===== src/rtl/program_memory_loader.sv =====
// Byte-stream program loader: assembles little-endian words from a valid/ready byte
// stream, writes them into instruction RAM from TEXT_BASE and verifies an XOR checksum.
module program_memory_loader #(
  parameter int unsigned MEMORY_DEPTH = 32,
  parameter int unsigned DATA_WIDTH   = 32,
  parameter logic [DATA_WIDTH-1:0] TEXT_BASE = 32'h0040_0000
) (
  input  logic                  clk,
  input  logic                  reset,
  input  logic                  start,
  input  logic [7:0]            ByteIn,
  input  logic                  ByteValid,
  output logic                  ByteReady,
  output logic                  WriteEnable,
  output logic [DATA_WIDTH-1:0] WriteAddress,
  output logic [DATA_WIDTH-1:0] WriteData,
  output logic                  CpuHold,
  output logic                  Busy,
  output logic                  Done,
  output logic                  Error,
  output logic [15:0]           WordCount
);

  localparam int unsigned LEN_W = 16;
  localparam logic [LEN_W-1:0] MAX_LEN = LEN_W'(MEMORY_DEPTH);

  localparam logic [2:0] S_IDLE   = 3'd0;
  localparam logic [2:0] S_LEN_LO = 3'd1;
  localparam logic [2:0] S_LEN_HI = 3'd2;
  localparam logic [2:0] S_DATA   = 3'd3;
  localparam logic [2:0] S_CHECK  = 3'd4;
  localparam logic [2:0] S_DONE   = 3'd5;
  localparam logic [2:0] S_ERROR  = 3'd6;

  logic [2:0]       state;
  logic [2:0]       state_next;
  logic [LEN_W-1:0] len;
  logic [LEN_W-1:0] len_c;
  logic [1:0]       lane;
  logic [23:0]      lane_buf;
  logic [7:0]       checksum;

  logic accept_c;
  logic load_start_c;
  logic word_done_c;
  logic last_word_c;
  logic streaming_next_c;

  assign accept_c     = ByteValid && ByteReady;
  assign load_start_c = start && ((state == S_IDLE) || (state == S_DONE) || (state == S_ERROR));
  assign word_done_c  = accept_c && (state == S_DATA) && (lane == 2'd3);
  assign last_word_c  = (WordCount + 16'd1) == len;
  assign len_c        = {ByteIn, len[7:0]};

  // Next-state decode
  always_comb begin
    state_next       = state;
    streaming_next_c = 1'b0;
    case (state)
      S_IDLE, S_DONE, S_ERROR: begin
        if (start) state_next = S_LEN_LO;
      end
      S_LEN_LO: begin
        if (accept_c) state_next = S_LEN_HI;
      end
      S_LEN_HI: begin
        if (accept_c) begin
          if (len_c > MAX_LEN)          state_next = S_ERROR;
          else if (len_c == 16'd0)      state_next = S_CHECK;
          else                          state_next = S_DATA;
        end
      end
      S_DATA: begin
        if (word_done_c && last_word_c) state_next = S_CHECK;
      end
      S_CHECK: begin
        if (accept_c) state_next = (ByteIn == checksum) ? S_DONE : S_ERROR;
      end
      default: state_next = S_IDLE;
    endcase
    streaming_next_c = (state_next == S_LEN_LO) || (state_next == S_LEN_HI) ||
                       (state_next == S_DATA)   || (state_next == S_CHECK);
  end

  // State register and registered outputs
  always_ff @(posedge clk) begin
    if (!reset) begin
      state        <= S_IDLE;
      ByteReady    <= 1'b0;
      Busy         <= 1'b0;
      CpuHold      <= 1'b0;
      Done         <= 1'b0;
      Error        <= 1'b0;
      WriteEnable  <= 1'b0;
      WriteAddress <= '0;
      WriteData    <= '0;
      WordCount    <= '0;
      len          <= '0;
      lane         <= '0;
      lane_buf     <= '0;
      checksum     <= '0;
    end else begin
      state       <= state_next;
      ByteReady   <= streaming_next_c;
      Busy        <= streaming_next_c;
      CpuHold     <= streaming_next_c || (state_next == S_ERROR);
      Done        <= (state_next == S_DONE);
      Error       <= (state_next == S_ERROR);
      WriteEnable <= word_done_c;

      if (load_start_c) begin
        WordCount <= '0;
        len       <= '0;
        lane      <= '0;
        lane_buf  <= '0;
        checksum  <= '0;
      end

      if (accept_c && (state == S_LEN_LO)) len[7:0]  <= ByteIn;
      if (accept_c && (state == S_LEN_HI)) len[15:8] <= ByteIn;

      // Lanes 0..2 shift in from the top so the word reads {lane3, lane2, lane1, lane0}
      if (accept_c && (state == S_DATA)) begin
        checksum <= checksum ^ ByteIn;
        lane     <= lane + 2'd1;
        lane_buf <= {ByteIn, lane_buf[23:8]};
      end

      if (word_done_c) begin
        WriteData    <= DATA_WIDTH'({ByteIn, lane_buf});
        WriteAddress <= TEXT_BASE + (DATA_WIDTH'(WordCount) << 2);
        WordCount    <= WordCount + 16'd1;
      end
    end
  end

endmodule


===== config.mk =====
export PLATFORM = sky130hd
export DESIGN_NAME = program_memory_loader
export DESIGN_NICKNAME = d
export VERILOG_FILES = /design/src/rtl/program_memory_loader.sv
export SDC_FILE = /design/constraint.sdc
export NUM_CORES = 1
export LEC_CHECK = 0
export ABC_AREA = 1
export BUFFER_PORTS_ARGS = -buffer_cell sky130_fd_sc_hd__buf_2
export CORE_MARGIN = 2
export CORE_UTILIZATION = 52
export CTS_BUF_LIST = sky130_fd_sc_hd__clkbuf_8
export DETAILED_ROUTE_END_ITERATION = 16
export PLACE_DENSITY = 0.78
export SLEW_MARGIN = 30
export SYNTH_ARGS = -nofsm -noshare
export SYNTH_HDL_FRONTEND = slang
export SYNTH_SLANG_ARGS = --single-unit

===== constraint.sdc =====
create_clock -name clk -period 2 [get_ports clk]
set_input_delay 0.3 -clock clk [delete_from_list [all_inputs] [get_ports clk]]
set_output_delay 0.3 -clock clk [all_outputs]
set_load 0.03 [all_outputs]

=== Word-level counts from Yosys, hierarchy flattened ===
Index checks and enable logic that the tools add are counted.

* Bits of input ports: 12
* Output and inout port bits: 86
* Bits in registers: 138

* $add $sub $neg: 3
* Multiplexer cells: 19
* Bitwise operators: 1
* Equal/unequal tests: 15
* Magnitude comparators: 1
* Reductions and logical operators: 20

{| class="wikitable"
|+ Operators by type and width
! cell !! number
|-
| $mux 24 || 2
|-
| $mux 16 || 2
|-
| $mux 8 || 4
|-
| $add 23x18->24 const A || 1
|-
| $mux 3 || 7
|-
| $eq 3x3->1 const B || 6
|-
| $add 16x1->16 const B || 1
|-
| $eq 16x16->1 || 1
|-
| $gt 16x6->1 const B || 1
|-
| $logic_not 16->1 || 1
|-
| $pmux 3 s5 || 1
|-
| $eq 3x2->1 const B || 4
|-
| $eq 8x8->1 || 1
|-
| $reduce_bool 2->1 || 4
|-
| $xor 8x8->8 || 1
|-
| $logic_and 1x1->1 || 7
|-
| $eq 3x1->1 const B || 2
|-
| $logic_or 1x1->1 || 6
|-
| $mux 2 || 3
|-
| $logic_not 3->1 || 1
|-
| $reduce_or 3->1 || 1
|-
| $add 2x1->2 const B || 1
|-
| $eq 2x2->1 const B || 1
|}

=== Depth between registers and ports, before layout ===
Gate-level depths: netlist of the first run.

* Word-level depth: 11
* Gate-level depth with buffers: 18
* Gate-level depth less buffers: 18

=== Worst setup path after synthesis of the first run ===
OpenSTA, ideal clock, no wires.

* Path kind: register to register
* Start point: register WordCount[0]
* End point: register CpuHold
* Setup time: 115 ps
* Arrival: 2087 ps
* Stages on the path, launching flop included: 17
* Required time: 1885 ps
* Setup slack: -202 ps
* Cell sequence: dfxtp_1 ha_1 nand2_2 nor2_4 nand2_1 nand3b_1 nand2_1 nor2_1 nand2_1 nor2_2 nand2_1 nor2_2 nor2_2 inv_2 nand2_1 nand3_1 nand2_1

* Longest elaborated chain between the ends: 10
* Elaborated cells on any way between the ends: 14
* Those cells by class: 1 x add/sub; 6 x eq/ne; 2 x mux; 5 x reduce/logical

{| class="wikitable"
|+ Ends and longest elaborated chain
! element !! line !! source
|-
| start: declaration || 21 || <nowiki>output logic [15:0] WordCount</nowiki>
|-
| start signal: assignment || 132 || <nowiki>WordCount <= WordCount + 16'd1;</nowiki>
|-
| $add 16x1->16 (*) || 52 || <nowiki>assign last_word_c = (WordCount + 16'd1) == len;</nowiki>
|-
| $eq 16x16->1 (*) || 52 ||
|-
| $logic_and 1x1->1 (*) || 74 || <nowiki>if (word_done_c && last_word_c) state_next = S_CHECK;</nowiki>
|-
| $mux 3 (*) || 74 ||
|-
| $pmux 3 s5 (*) || 59 || <nowiki>case (state)</nowiki>
|-
| $eq 3x1->1 / $eq 3x2->1 (equally long branches) || 81 || <nowiki>streaming_next_c = (state_next == S_LEN_LO) || (state_next == S_LEN_HI) ||</nowiki>
|-
| $logic_or 1x1->1 (2 in a row) || 81 ||
|-
| $logic_or 1x1->1 || 82 || <nowiki>(state_next == S_DATA) || (state_next == S_CHECK);</nowiki>
|-
| $logic_or 1x1->1 (*) || 106 || <nowiki>CpuHold <= streaming_next_c || (state_next == S_ERROR);</nowiki>
|-
| end signal: assignment || 106 ||
|-
| end: declaration || 17 || <nowiki>output logic CpuHold,</nowiki>
|}

Mark *: on every way between the ends. The rest lies on a longest branch, timed or not.
A chain may end at the register's enable or synchronous reset.

=== Worst setup path in the final report of the first run ===
Ends and elaborated chain as after synthesis.

==> results of run 1 <==
timing repair:
item / 4_1_cts / 5_1_grt
resized for setup: 12 / 15
pin swaps: 11 / 25
setup endpoints to repair: 4 / 6
setup buffers: 3 / 3
gates cloned: 1 / 0
per-layer routing:
layer,share of wire [%],vias to the layer above
met5,0,-
met4,2.1,0
met3,6.3,28
met2,48,199
met1,44,2494
li1,-,2692
stage by stage:
stage	setup TNS (ps)	power, mW	instance area [µm²]	setup slack (ps)	instances
after floorplan	0	2.84	5570	0.215	784
after global placement	0	2.94	6210	20.5	994
after detailed placement	-84.4	2.95	6210	-45.6	994
after CTS	0	5.06	6680	2.32	1030
after global routing	-983	5.20	6750	-220	1033
final	-99.5	5.03	6750	-35.2	1033
flip-flops by register name (all words and copies together) (netlist names):
signal,cells
WordCount,16
checksum,8
Busy,1
Done,1
WriteAddress,17
CpuHold,1
WriteData,32
WriteEnable,1
lane,2
state,3
len,16
lane_buf,24
Error,1
report_power, final:
group | switching, mW | internal, mW
registers | 0.0172 | 2.47
logic | 0.301 | 0.114
clock network | 1.09 | 1.04
path summary, 6_finish.rpt:
path / slack, ps / endpoint / depth (start not counted)
worst min-delay path: 180 / WriteData[28] / 3
worst max register to register: -40 / CpuHold / 16
worst min register to register: 450 / WriteAddress[22] / 2
worst max-delay path: -40 / CpuHold / 16
area by class of cell:
| type | instances | area, µm² |
|---|---|---|
| tap | 136 | 170 |
| clock inverter | 14 | 136 |
| inverter | 54 | 203 |
| timing repair buffer | 127 | 772 |
| clock buffer | 18 | 248 |
| sequential | 123 | 2470 |
| multi-input combinational | 561 | 2740 |
| fill | 928 | 3580 |
cells in the mapped netlist (all sizes together):
cell type  count  share of area (%)
xnor3          1               0.41
o22ai          1               0.11
a31oi          1               0.11
or2            5               0.57
clkbuf        20                1.4
xor2           5               0.80
nand3b         4               0.55
o31ai          1               0.14
a21oi         82                7.5
nor3           5               0.55
dfxtp        123                 45
conb           1              0.068
nand3         90                8.4
inv           52                3.5
xnor2          5               0.80
buf           27                3.1
a21o           1               0.14
nand4         11                1.2
a32o           1               0.18
clkinv         2               0.14
nand2        236                 17
nor2          64                5.9
and2           1               0.16
o21ai         29                2.7
ha             2               0.45
kinds of logic after synthesis:
| logic type | count (synthesis) | synth area share [%] |
|---|---|---|
| flip-flops | 123 | 44.7 |
| buffers and inverters | 101 | 8.11 |
| adder cells (fa/ha/maj) | 2 | 0.454 |
| AO/OA/AOI/OAI | 116 | 10.8 |
| other | 1 | 0.0681 |
| AND/OR/NAND/NOR | 416 | 33.8 |
| XOR/XNOR | 11 | 2.00 |
worst max-delay path, delay by kind of cell, from the launching register on:
kind | cells | cell delay, ps
and+or+nand+nor | 13 | 1160
DFF | 1 | 370
AOI/OAI and AO/OA | 1 | 200
adders and majority gates | 1 | 160
buffers and inverters | 1 | 40
==> flow_summary.yaml, run 1 <==
run_status:
  status: "complete, but fails checks"
  violations: "setup timing"
global_route:
  grt_pass1_wl_um: 23100
  grt_busiest_layer: "met2"
  use_met1_pct: 31.8
  antenna_found_initial: 0
  gr-usage-met3_pct: 5.78
  grt_pass1_vias: 5021
  grt_max_degree: 53
  grtUsageMet2_pct: 41.1
  grt.total_usage_pct: 25.2
  grt_overflow: 0
final_layout:
  nNetsFinal: 898
  syn_to_final_growth_pct: 22.5
  drive_above_1_share_pct: 24.5
  layout_common_cells: "nand2_1 (219), dfxtp_1 (117), nand3_1 (83), buf_2 (82), a21oi_1 (81)"
  final_common_cell: "nand2_1"
  post-route-util_pct: 65.4
  n_antenna_cell: 0
hold_path:
  hold_class: "input pin to flip-flop"
  hp-start: "ByteIn[4]"
setup_path:
  cp_slowest_cell: "dfxtp_4"
  critPathLaunchType: "flip-flop"
  slowest_delay_ps: 370
  crit_top_cell: "nand2_1"
  crit_start: "WordCount[0]"
  worstPathArrival_ps: 2360
  critPathMaxFanout: 8
  rr_startpoint: "WordCount[0]"
  cp.required_ps: 2320
  criticalPathCategory: "flip-flop to flip-flop"
  path_cells: "ha_4, nand2_4, nor2_4, nand2_1, nand2_2, nand2_2, nand2_2, nand2_1, inv_1, nand2_1, nor2_2, nand3_2, a21oi_2, nor2_2, nand3_2, nand2_1"
  crit_path_end_kind: "flip-flop"
route:
  drt_pass1_iterations: 5
  num_vias: 5413
  via_per_inst: 5.24
  drc: 0
  first_iter_violations: 313
  wl_per_cell_um: 13.4
  ant_nets: 0
  wl_um: 13800
sta:
  timing.final.crit_share_pct: 102
  hold_viol_final: 0
  worstMarginPinSlew_ps: 505
  worst_slack_ps: -35.2
  rsz0062_at_grt: "true"
  finalMaxSlewViolations: 0
  max_slew_margin_pct: 66.3
  hold-worst-slack_ps: 182
  skew_ps: 13.2
  finalSetupViolCount: 4
  finalCriticalPeriod_ps: 2040
  fmax_mhz: 491
clock_network:
  hold_buffers: 0
  cts_root_buffer: "clkbuf_8"
  clock_latency_ps: 440
  clk_path_buf_depth: 2
  cts_tree: "built"
  clock_sinks: 123
  path_clk_slew_ps: 80
  htreeDepth: 4
  cts_buffers: 17
run:
  max-cap-violations: 0
synth:
  netlist_instances: 770
  synth.distinct_cells: 35
  syn_area_per_cell_um2: 7.15
  synth_area_um2: 5510
  synth_seq_cells: 123
  yosys_warnings: 0
  seq_area_frac_synth_pct: 44.7
placed_design:
  place_hpwl_um: 9150
  gp_congestion: 0.894
  io_buffers: 82
die:
  die_w_um: 107
  coreArea_um2: 10300
  die_height_um: 107
  die-area_um2: 11400
  num_rows: 37
  ios: 98
  start_util_pct: 53.4
power_and_ir_drop:
  ir_drop_uv: 447
  power.density_nw_per_um2: 745
  p_leak_nw: 3.10
Note: power is estimated with default switching activity, not from simulation.
==> inputs of run 2 (changes only) <==
--- a/config.mk
+++ b/config.mk
@@ -8,10 +8,10 @@
 export ABC_AREA = 1
 export BUFFER_PORTS_ARGS = -buffer_cell sky130_fd_sc_hd__buf_2
 export CORE_MARGIN = 2
-export CORE_UTILIZATION = 52
+export CORE_UTILIZATION = 57
 export CTS_BUF_LIST = sky130_fd_sc_hd__clkbuf_8
 export DETAILED_ROUTE_END_ITERATION = 16
-export PLACE_DENSITY = 0.78
+export PLACE_DENSITY = 0.81
 export SLEW_MARGIN = 30
 export SYNTH_ARGS = -nofsm -noshare
 export SYNTH_HDL_FRONTEND = slang
==> constraint.sdc (replaced) <==
create_clock -name clk -period 2.55 [get_ports clk]
set_input_delay 0.3825 -clock clk [delete_from_list [all_inputs] [get_ports clk]]
set_output_delay 0.3825 -clock clk [all_outputs]
set_load 0.03 [all_outputs]
==> flow_summary.yaml, run 2 (synthesis results as in run 1) <==
final_layout:
  layout_common_cells: "nand2_1 (226), dfxtp_1 (122), nand3_1 (88), a21oi_1 (82), buf_2 (82)"
  largest_register_ff_count: 32
  drive_above_1_share_pct: 18.8
  n_antenna_cell: 0
  reg_top3: "WriteData: 32 flops, lane_buf: 24 flops, WriteAddress: 17 flops"
  seq_area_um2: 2460
  nNetsFinal: 865
  n_fill_cell: 823
  syn_to_final_growth_pct: 16.1
  final_common_cell: "nand2_1"
  largest-register: "WriteData"
  multi_input_area_um2: 2650
die:
  die-area_um2: 10500
  die_height_um: 102
  ios: 98
  num_rows: 35
  start_util_pct: 59.0
  die_w_um: 102
  coreArea_um2: 9330
clock_network:
  clock_sinks: 123
  cts_buffers: 17
  clk_path_buf_depth: 2
  clock_latency_ps: 430
  htreeDepth: 4
  cts_root_buffer: "clkbuf_8"
  path_clk_slew_ps: 80
  cts_tree: "built"
  postCtsSetupBuffers: 0
power_and_ir_drop:
  power.density_nw_per_um2: 619
  clkPwrFrac_pct: 43.0
  ir_drop_uv: 357
  switching_power_mw: 1.05
  p_comb_share_pct: 7.7
  p_int_mw: 2.91
  p_leak_nw: 2.87
  pwr-share-seq_pct: 49.2
  swShare_pct: 26.6
placed_design:
  place_hpwl_um: 9640
  io_buffers: 82
  gp_congestion: 0.914
setup_path:
  critPathLaunchType: "flip-flop"
  reg2regPathDepth: 14
  critPathMaxFanout: 6
  r2r_end: "CpuHold"
  r2r_slack_ps: 260
  cp.required_ps: 2870
  worstPathArrival_ps: 2620
  crit_path_end_kind: "flip-flop"
  rr_startpoint: "WordCount[1]"
  criticalPathCategory: "flip-flop to flip-flop"
sta:
  hold_viol_final: 0
  finalMaxSlewViolations: 0
  finalSetupViolCount: 0
  fmax_mhz: 436
  hold-worst-slack_ps: 278
  rsz0062_at_grt: "false"
  finalCriticalPeriod_ps: 2290
  final.setup.tns_ps: 0
  worstMarginPinSlew_ps: 512
  timing.final.crit_share_pct: 90.0
  skew_ps: 13.1
  max_slew_margin_pct: 65.9
global_route:
  grt_pass1_wl_um: 22700
  grt.total_usage_pct: 27.7
  antenna_found_initial: 0
  grt_max_degree: 53
  grt_pass1_vias: 4856
  grt_overflow: 0
route:
  first_iter_violations: 364
  drt_pass1_iterations: 5
  ant_nets: 0
  via_per_inst: 5.34
  drc: 0
  wl_per_cell_um: 14.1
  num_vias: 5307
  wl_um: 14000
run_status:
  status: "finished, final reports clean"
hold_path:
  worstHoldEndpoint: "WriteData[24]"
  worstHoldPathCells: 3
  hold_class: "input pin to flip-flop"
  hp-start: "ByteIn[0]"
run:
  max-cap-violations: 0
run 2: changes by cell type in the layout (fill, tap and decap cells not counted), moves of 5 or more:
| cell | delta |
|---|---|
| dfxtp_1 | +5 |
| nand3_1 | +5 |
| nor2_2 | -5 |
| buf_4 | -29 |
| nand2_1 | +7 |
| nand3_2 | -5 |
run 2: worst max-delay path, cell delays in order, from the launching register on:
cell and delay [ps]:
dfxtp_2 400, ha_1 230, nand3_1 110, nor2_1 260, nand2_1 150, nand3_1 110
nand2_1 60, nor2_1 80, nand2_1 70, nor2_2 140, nand3_2 140, a21oi_1 210
nor2_1 90, nand3_2 90, nand2_1 50
run 2: layout make-up:
type	count	share of cell area (%)
Multi-Input combinational cell	560	41.5
Timing Repair Buffer	95	8.14
Clock inverter	14	2.29
Tap cell	129	2.52
Clock buffer	18	3.87
Sequential cell	123	38.5
Inverter	54	3.17
run 2: power groups by stage:
stage | Combinational (mW) | Sequential, mW | Clock, mW
2_1_floorplan | 0.224 | 2.01 | 0
3_3_place_gp | 0.294 | 1.99 | 0
3_5_place_dp | 0.303 | 2.00 | 0
4_1_cts | 0.303 | 1.95 | 1.71
5_1_grt | 0.335 | 1.95 | 1.80
6_report | 0.306 | 1.95 | 1.70
run 2: routing by layer:
layer,vias up,global-route usage (%),part of all wire (%)
met4,0,10.2,2.2
met1,2432,35.3,43
met2,211,46.2,48
met5,-,0,0
li1,2630,-,-
met3,34,5.95,6.7
run 2: metrics by stage:
step | power [mW] | utilization (%) | std cells | worst slack, ps | area [µm²]
floorplan | 2.23 | - | 784 | 348 | 5560
global placement | 2.29 | 64.3 | 961 | 398 | 6000
detailed placement | 2.30 | 64.3 | 961 | 248 | 6000
CTS | 3.97 | 68.6 | 993 | 204 | 6390
global route | 4.09 | 68.6 | 993 | 69.3 | 6400
finish | 3.96 | 68.6 | 993 | 256 | 6400
run 2: worst max-delay path by stage:
| stage | start | slack [ps] | endpoint | cells after the start |
|---|---|---|---|---|
| 4_1_cts | WordCount[1] | 200 | CpuHold | 14 |
| 2_1_floorplan | WordCount[0] | 350 | CpuHold | 16 |
| 3_5_place_dp | WordCount[1] | 250 | CpuHold | 14 |
| 5_1_grt | WordCount[5] | 70 | CpuHold | 13 |
| 3_3_place_gp | WordCount[1] | 400 | CpuHold | 14 |
| 6_report | WordCount[1] | 260 | CpuHold | 14 |
run 2: repair_timing:
| item | CTS | global route |
|---|---|---|
| gates resized for setup | 0 | 1 |
| hold buffers | 0 | 0 |
| hold endpoints to repair | 0 | 0 |
| endpoints found under the setup margin | 0 | 1 |
